**config.mk**
```make
export PLATFORM = sky130hd
export DESIGN_NAME = seq_alu
export DESIGN_NICKNAME = d
export VERILOG_FILES = /design/src/rtl/seq_alu.sv
export SDC_FILE = /design/constraint.sdc
export NUM_CORES = 1
export LEC_CHECK = 0
export ABC_AREA = 0
export ABC_CLOCK_PERIOD_IN_PS = 3800
export CAP_MARGIN = 20
export CORE_MARGIN = 10
export CORE_UTILIZATION = 50
export DETAILED_ROUTE_END_ITERATION = 12
export PLACE_DENSITY = 0.71
export SYNTH_ARGS = -nofsm -noshare
export SYNTH_HDL_FRONTEND = slang
export SYNTH_SLANG_ARGS = --single-unit
```
**constraint.sdc**
```tcl
create_clock -name clk -period 3.8 [get_ports clk]
set_input_delay 0.38 -clock clk [delete_from_list [all_inputs] [get_ports clk]]
set_output_delay 0.38 -clock clk [all_outputs]
set_load 0.01 [all_outputs]
```
**src/rtl/seq_alu.sv**
```systemverilog
// Clocked ALU: ADD/SUB/AND/OR/XOR/LS/RS/MUL with registered result and status flags.
// Latency: 1 edge for single-cycle ops, k+1 for serial shifts, WIDTH+1 for MUL.
// Backpressure: busy=1 while a serial op runs; start is only accepted while busy=0, otherwise dropped.
module seq_alu #(
  parameter int WIDTH      = 8,
  parameter bit FAST_SHIFT = 1'b0
) (
  input  logic             clk,
  input  logic             rst_n,
  input  logic             start,
  input  logic [2:0]       opcode,
  input  logic [WIDTH-1:0] in1,
  input  logic [WIDTH-1:0] in2,
  output logic             busy,
  output logic             done,
  output logic [WIDTH-1:0] out,
  output logic [WIDTH-1:0] out_hi,
  output logic             carry,
  output logic             zero,
  output logic             neg,
  output logic             ovf
);

  localparam int CW = $clog2(WIDTH + 1);

  localparam logic [2:0] OP_ADD = 3'd0;
  localparam logic [2:0] OP_SUB = 3'd1;
  localparam logic [2:0] OP_AND = 3'd2;
  localparam logic [2:0] OP_OR  = 3'd3;
  localparam logic [2:0] OP_LS  = 3'd4;
  localparam logic [2:0] OP_RS  = 3'd5;
  localparam logic [2:0] OP_MUL = 3'd6;
  localparam logic [2:0] OP_XOR = 3'd7;

  localparam logic [WIDTH-1:0] W_VAL = WIDTH'(WIDTH);
  localparam logic [CW-1:0]    K_MAX = CW'(WIDTH);
  localparam logic [CW-1:0]    K_ONE = CW'(1);

  typedef enum logic [1:0] {
    S_IDLE  = 2'd0,
    S_SHIFT = 2'd1,
    S_MUL   = 2'd2
  } state_e;

  state_e           state_q;
  logic             busy_q;
  logic             done_q;
  logic [WIDTH-1:0] out_q;
  logic [WIDTH-1:0] outhi_q;
  logic             carry_q;
  logic             zero_q;
  logic             neg_q;
  logic             ovf_q;

  // Working registers for the serial operations
  logic [WIDTH-1:0] a_q;     // shift value, or MUL multiplicand
  logic [WIDTH-1:0] acc_q;   // MUL high-half accumulator
  logic [WIDTH-1:0] lo_q;    // MUL multiplier, shifted out as product low bits come in
  logic [CW-1:0]    cnt_q;   // remaining steps
  logic             dir_q;   // 1: left shift, 0: right shift

  // Single-cycle results computed straight from the inputs
  logic [CW-1:0]    k_d;
  logic [WIDTH:0]   add_ext;
  logic [WIDTH:0]   sub_ext;
  logic [WIDTH:0]   ls_ext;
  logic [WIDTH:0]   rs_ext;
  logic [WIDTH-1:0] res_d;
  logic             carry_d;
  logic             ovf_d;
  logic             serial_shift_d;

  // One step of the serial shift / shift-add multiply
  logic [WIDTH-1:0] shift_nx;
  logic             shift_co;
  logic [WIDTH:0]   mul_sum;
  logic [WIDTH-1:0] mul_hi_nx;
  logic [WIDTH-1:0] mul_lo_nx;

  // Combinational ALU for everything that finishes at the accepting edge.
  // Shifts are done on a one-bit-wider vector so the last bit out lands in the extra bit.
  always_comb begin
    k_d     = (in2 >= W_VAL) ? K_MAX : in2[CW-1:0];
    add_ext = {1'b0, in1} + {1'b0, in2};
    sub_ext = {1'b0, in1} - {1'b0, in2};
    ls_ext  = {1'b0, in1} << k_d;
    rs_ext  = {in1, 1'b0} >> k_d;
    res_d   = '0;
    carry_d = 1'b0;
    ovf_d   = 1'b0;
    case (opcode)
      OP_ADD: begin
        res_d   = add_ext[WIDTH-1:0];
        carry_d = add_ext[WIDTH];
        ovf_d   = (in1[WIDTH-1] == in2[WIDTH-1]) && (add_ext[WIDTH-1] != in1[WIDTH-1]);
      end
      OP_SUB: begin
        res_d   = sub_ext[WIDTH-1:0];
        carry_d = sub_ext[WIDTH];   // borrow: set exactly when in1 < in2
        ovf_d   = (in1[WIDTH-1] != in2[WIDTH-1]) && (sub_ext[WIDTH-1] != in1[WIDTH-1]);
      end
      OP_AND: res_d = in1 & in2;
      OP_OR:  res_d = in1 | in2;
      OP_XOR: res_d = in1 ^ in2;
      OP_LS: begin
        res_d   = ls_ext[WIDTH-1:0];
        carry_d = ls_ext[WIDTH];
      end
      OP_RS: begin
        res_d   = rs_ext[WIDTH:1];
        carry_d = rs_ext[0];
      end
      default: ;
    endcase
    serial_shift_d = ((opcode == OP_LS) || (opcode == OP_RS)) && !FAST_SHIFT && (k_d != '0);
  end

  // Next values of the serial datapaths, consumed by the FSM each busy cycle
  always_comb begin
    if (dir_q) begin
      shift_nx = {a_q[WIDTH-2:0], 1'b0};
      shift_co = a_q[WIDTH-1];
    end else begin
      shift_nx = {1'b0, a_q[WIDTH-1:1]};
      shift_co = a_q[0];
    end
    mul_sum   = {1'b0, acc_q} + (lo_q[0] ? {1'b0, a_q} : {(WIDTH+1){1'b0}});
    mul_hi_nx = mul_sum[WIDTH:1];
    mul_lo_nx = {mul_sum[0], lo_q[WIDTH-1:1]};
  end

  // Control FSM with registered result, flags and handshake outputs
  always_ff @(posedge clk or negedge rst_n) begin
    if (!rst_n) begin
      state_q <= S_IDLE;
      busy_q  <= 1'b0;
      done_q  <= 1'b0;
      out_q   <= '0;
      outhi_q <= '0;
      carry_q <= 1'b0;
      zero_q  <= 1'b0;
      neg_q   <= 1'b0;
      ovf_q   <= 1'b0;
      a_q     <= '0;
      acc_q   <= '0;
      lo_q    <= '0;
      cnt_q   <= '0;
      dir_q   <= 1'b0;
    end else begin
      done_q <= 1'b0;
      case (state_q)
        S_IDLE: begin
          if (start) begin
            if (opcode == OP_MUL) begin
              state_q <= S_MUL;
              busy_q  <= 1'b1;
              a_q     <= in1;
              lo_q    <= in2;
              acc_q   <= '0;
              cnt_q   <= K_MAX;
            end else if (serial_shift_d) begin
              state_q <= S_SHIFT;
              busy_q  <= 1'b1;
              a_q     <= in1;
              dir_q   <= (opcode == OP_LS);
              cnt_q   <= k_d;
            end else begin
              done_q  <= 1'b1;
              out_q   <= res_d;
              outhi_q <= '0;
              carry_q <= carry_d;
              zero_q  <= (res_d == '0);
              neg_q   <= res_d[WIDTH-1];
              ovf_q   <= ovf_d;
            end
          end
        end
        S_SHIFT: begin
          a_q   <= shift_nx;
          cnt_q <= cnt_q - K_ONE;
          if (cnt_q == K_ONE) begin
            state_q <= S_IDLE;
            busy_q  <= 1'b0;
            done_q  <= 1'b1;
            out_q   <= shift_nx;
            outhi_q <= '0;
            carry_q <= shift_co;
            zero_q  <= (shift_nx == '0);
            neg_q   <= shift_nx[WIDTH-1];
            ovf_q   <= 1'b0;
          end
        end
        S_MUL: begin
          acc_q <= mul_hi_nx;
          lo_q  <= mul_lo_nx;
          cnt_q <= cnt_q - K_ONE;
          if (cnt_q == K_ONE) begin
            state_q <= S_IDLE;
            busy_q  <= 1'b0;
            done_q  <= 1'b1;
            out_q   <= mul_lo_nx;
            outhi_q <= mul_hi_nx;
            carry_q <= (mul_hi_nx != '0);
            zero_q  <= (mul_lo_nx == '0);
            neg_q   <= mul_lo_nx[WIDTH-1];
            ovf_q   <= 1'b0;
          end
        end
        default: begin
          state_q <= S_IDLE;
          busy_q  <= 1'b0;
        end
      endcase
    end
  end

  assign busy   = busy_q;
  assign done   = done_q;
  assign out    = out_q;
  assign out_hi = outhi_q;
  assign carry  = carry_q;
  assign zero   = zero_q;
  assign neg    = neg_q;
  assign ovf    = ovf_q;

endmodule
```
==> impl_metrics.ini <==
[finish]
final_common_cell = nand2_1
diodes = 0
drive_above_1_share_pct = 9.524
n_fill_cell = 902
final_cell_mix = nand2_1, o21ai_0, dfrtp_1
finalNetCount = 734
synthToLayoutAreaGrowth_pct = 16.38
utilization_pct = 60.53

[floorplanning]
initial_core_util_pct = 52.02
fp.dieW_um = 118.7
core_um2 = 9371
pin_count = 44
rows = 35
die_h_um = 118.7
die_area_um2 = 14100

[logic_synthesis]
ys.flop_type = dfrtp_1
synth_fa_ha_area_share_pct = 10.99
synthXorXnorAreaFrac_pct = 2.515
synth-seq-cells = 52
synth-compound-area-share_pct = 27.03
syn-num-nets = 688
syn_avg_cell_area_um2 = 7.799
synth_top_family_by_area = compound AO/OA/AOI/OAI gates
netlist_instances = 625
ys_types = 76
synth-warning-count = 0
synth_area_um2 = 4875
ys_seq_area_share_pct = 26.69
synth_edf_count = 0
synth.area.mux_share_pct = 5.185
yosys.area_share.simple_pct = 21.15
async_reset_ff_share_pct = 100.0

[placed_design]
globalplace.congestion = 0.9897
dp_hpwl_mm = 12.84
io_buffers = 43

[global_routing]
grt_remaining_overflow = 0
grt_pass1_vias = 4657
grt_pass1_wl_mm = 25.67
antenna_found_initial = 0
grt_usage_pct = 22.17
grt_max_degree = 32

[route]
vias = 4924
first_pass_iters = 7
wirelength_mm = 16.19
antenna_left = 0
drt_iter0_drc = 539
viasPerCell = 6.147
drc = 0
avgRoutedWirePerCell_um = 20.21

[cts]
htreeDepth = 2
cts_buffers = 5
ctsResizeCount = 0
clk_root_buffer_cell = clkbuf_8
cts.sinks = 52
clk_pin_slew_worst_paths_ns = 0.10
clk_latency_ns = 0.31
cts_tree = done
cts_setup_buffers = 0
ctsHoldBuffers = 0
cts_buffer_depth = 2

[critical_path]
critPathLaunch = in2[3]
cp-start-kind = input port
end_kind = flip-flop
criticalPathCategory = input port to flip-flop
critical_path_peak_fanout = 9
cp.required_ns = 4.02
timing.rr.start = lo_q[0]
arrival_ns = 3.57
ff2ff_setup_slack_ns = 0.75

[timing]
worstMarginPinSlew_ns = 0.9022
final_hold_viol_count = 0
fin_tns_setup_ns = 0
rsz0062_at_grt = false
setup_violations = 0
layout_min_cycle_time_ns = 3.348
clock_skew_ns = 0.005694
fmax_mhz = 298.7
whs_ns = 0.04173
max_slew_margin_pct = 39.45
maxSlewViolCount = 0
finalCritPeriodShare_pct = 88.11

[power_and_ir_drop]
ir_drop_mv = 0.7436
total_power_mw = 3.041
p_per_area_nw_per_um2 = 536.0
leakagePower_nw = 2.492

[job]
maxCapViolations = 0

[worst_hold_path]
hold_path.class = input port to async pin

[outcome]
status = complete, no violations
==> final timing paths <==
kind | to | cells past startpoint
worst max-delay path | out[7] | 12
min in group clk | out_hi[2] | 2
worst min register to register | out_hi[2] | 2
max in group asynchronous | done | 2
worst min-delay path | out[5] | 1
worst max register to register | carry | 10
==> cells by family after synthesis <==
group,Yosys count
compound gates,207
xor+xnor,14
fa+ha+maj,41
buf+inv,77
flops,52
mux,23
simple gates,211
==> per-stage QoR <==
| step | worst slack (ns) | instance area [µm²] | cells |
|---|---|---|---|
| global route | 0.3487 | 5673 | 801 |
| finish | 0.4518 | 5673 | 801 |
| global placement | 0.2840 | 5558 | 793 |
| CTS | 0.5165 | 5673 | 801 |
| detailed placement | 0.1986 | 5558 | 793 |
| floorplan | 0.8639 | 4875 | 625 |
==> Yosys cell counts, drive strengths merged (11+ instances only) <==
library cell	instances	share of area [%]
nor2	31	2.4
nor3	16	1.6
dfrtp	52	27
mux2i	14	2.9
clkbuf	32	2.5
inv	37	2.8
a21oi	43	4.4
o21ai	75	7.7
nand3	16	1.7
and2	11	1.4
ha	38	9.8
nand2	85	6.5
==> registers in the layout (all words and copies together), names as in the netlist <==
register,cells
a_q,8
ovf,1
out,8
out_hi,8
acc_q,8
dir_q,1
zero,1
busy,1
carry,1
lo_q,8
cnt_q,4
done,1
state_q,2
==> worst max-delay path, cell delays in order <==
cell and delay, ns:
clkdlybuf4s50_1 0.57, inv_1 0.14, ha_1 0.47, nor3_1 0.09, a2111oi_0 0.56, buf_4 0.21, o21ai_0 0.07, a21oi_1 0.24
a21oi_1 0.12, xor2_1 0.17, o311a_1 0.31, o31ai_1 0.23
==> where the power goes <==
group,switching [mW],internal (mW),total [mW]
Clock,0.200,0.199,0.399
Combinational,1.04,0.704,1.74
Sequential,0.164,0.739,0.903
Total,1.40,1.64,3.04
==> metal layers <==
| metal | track usage (%) | part of all wire (%) | vias to the layer above | routed length [µm] |
|---|---|---|---|---|
| met1 | 31.80 | 46 | 2309 | 7475 |
| met3 | 4.712 | 8.9 | 26 | 1437 |
| li1 | - | - | 2344 | - |
| met5 | 0 | 0 | - | 0 |
| met4 | 4.122 | 1.6 | 0 | 253 |
| met2 | 33.44 | 43 | 245 | 7019 |
==> cell type report <==
cell class / instances / area, µm² / share of cell area (%)
clock buffers: 5 / 68.82 / 1.213
well taps: 129 / 161.4 / 2.845
clock inverters: 3 / 46.29 / 0.8161
multi-input cells: 496 / 3263 / 57.52
flip-flops and latches: 52 / 1301 / 22.94
inverters: 39 / 151.4 / 2.669
repair buffers: 77 / 680.7 / 12.00
(Power assumes the default switching activity.)
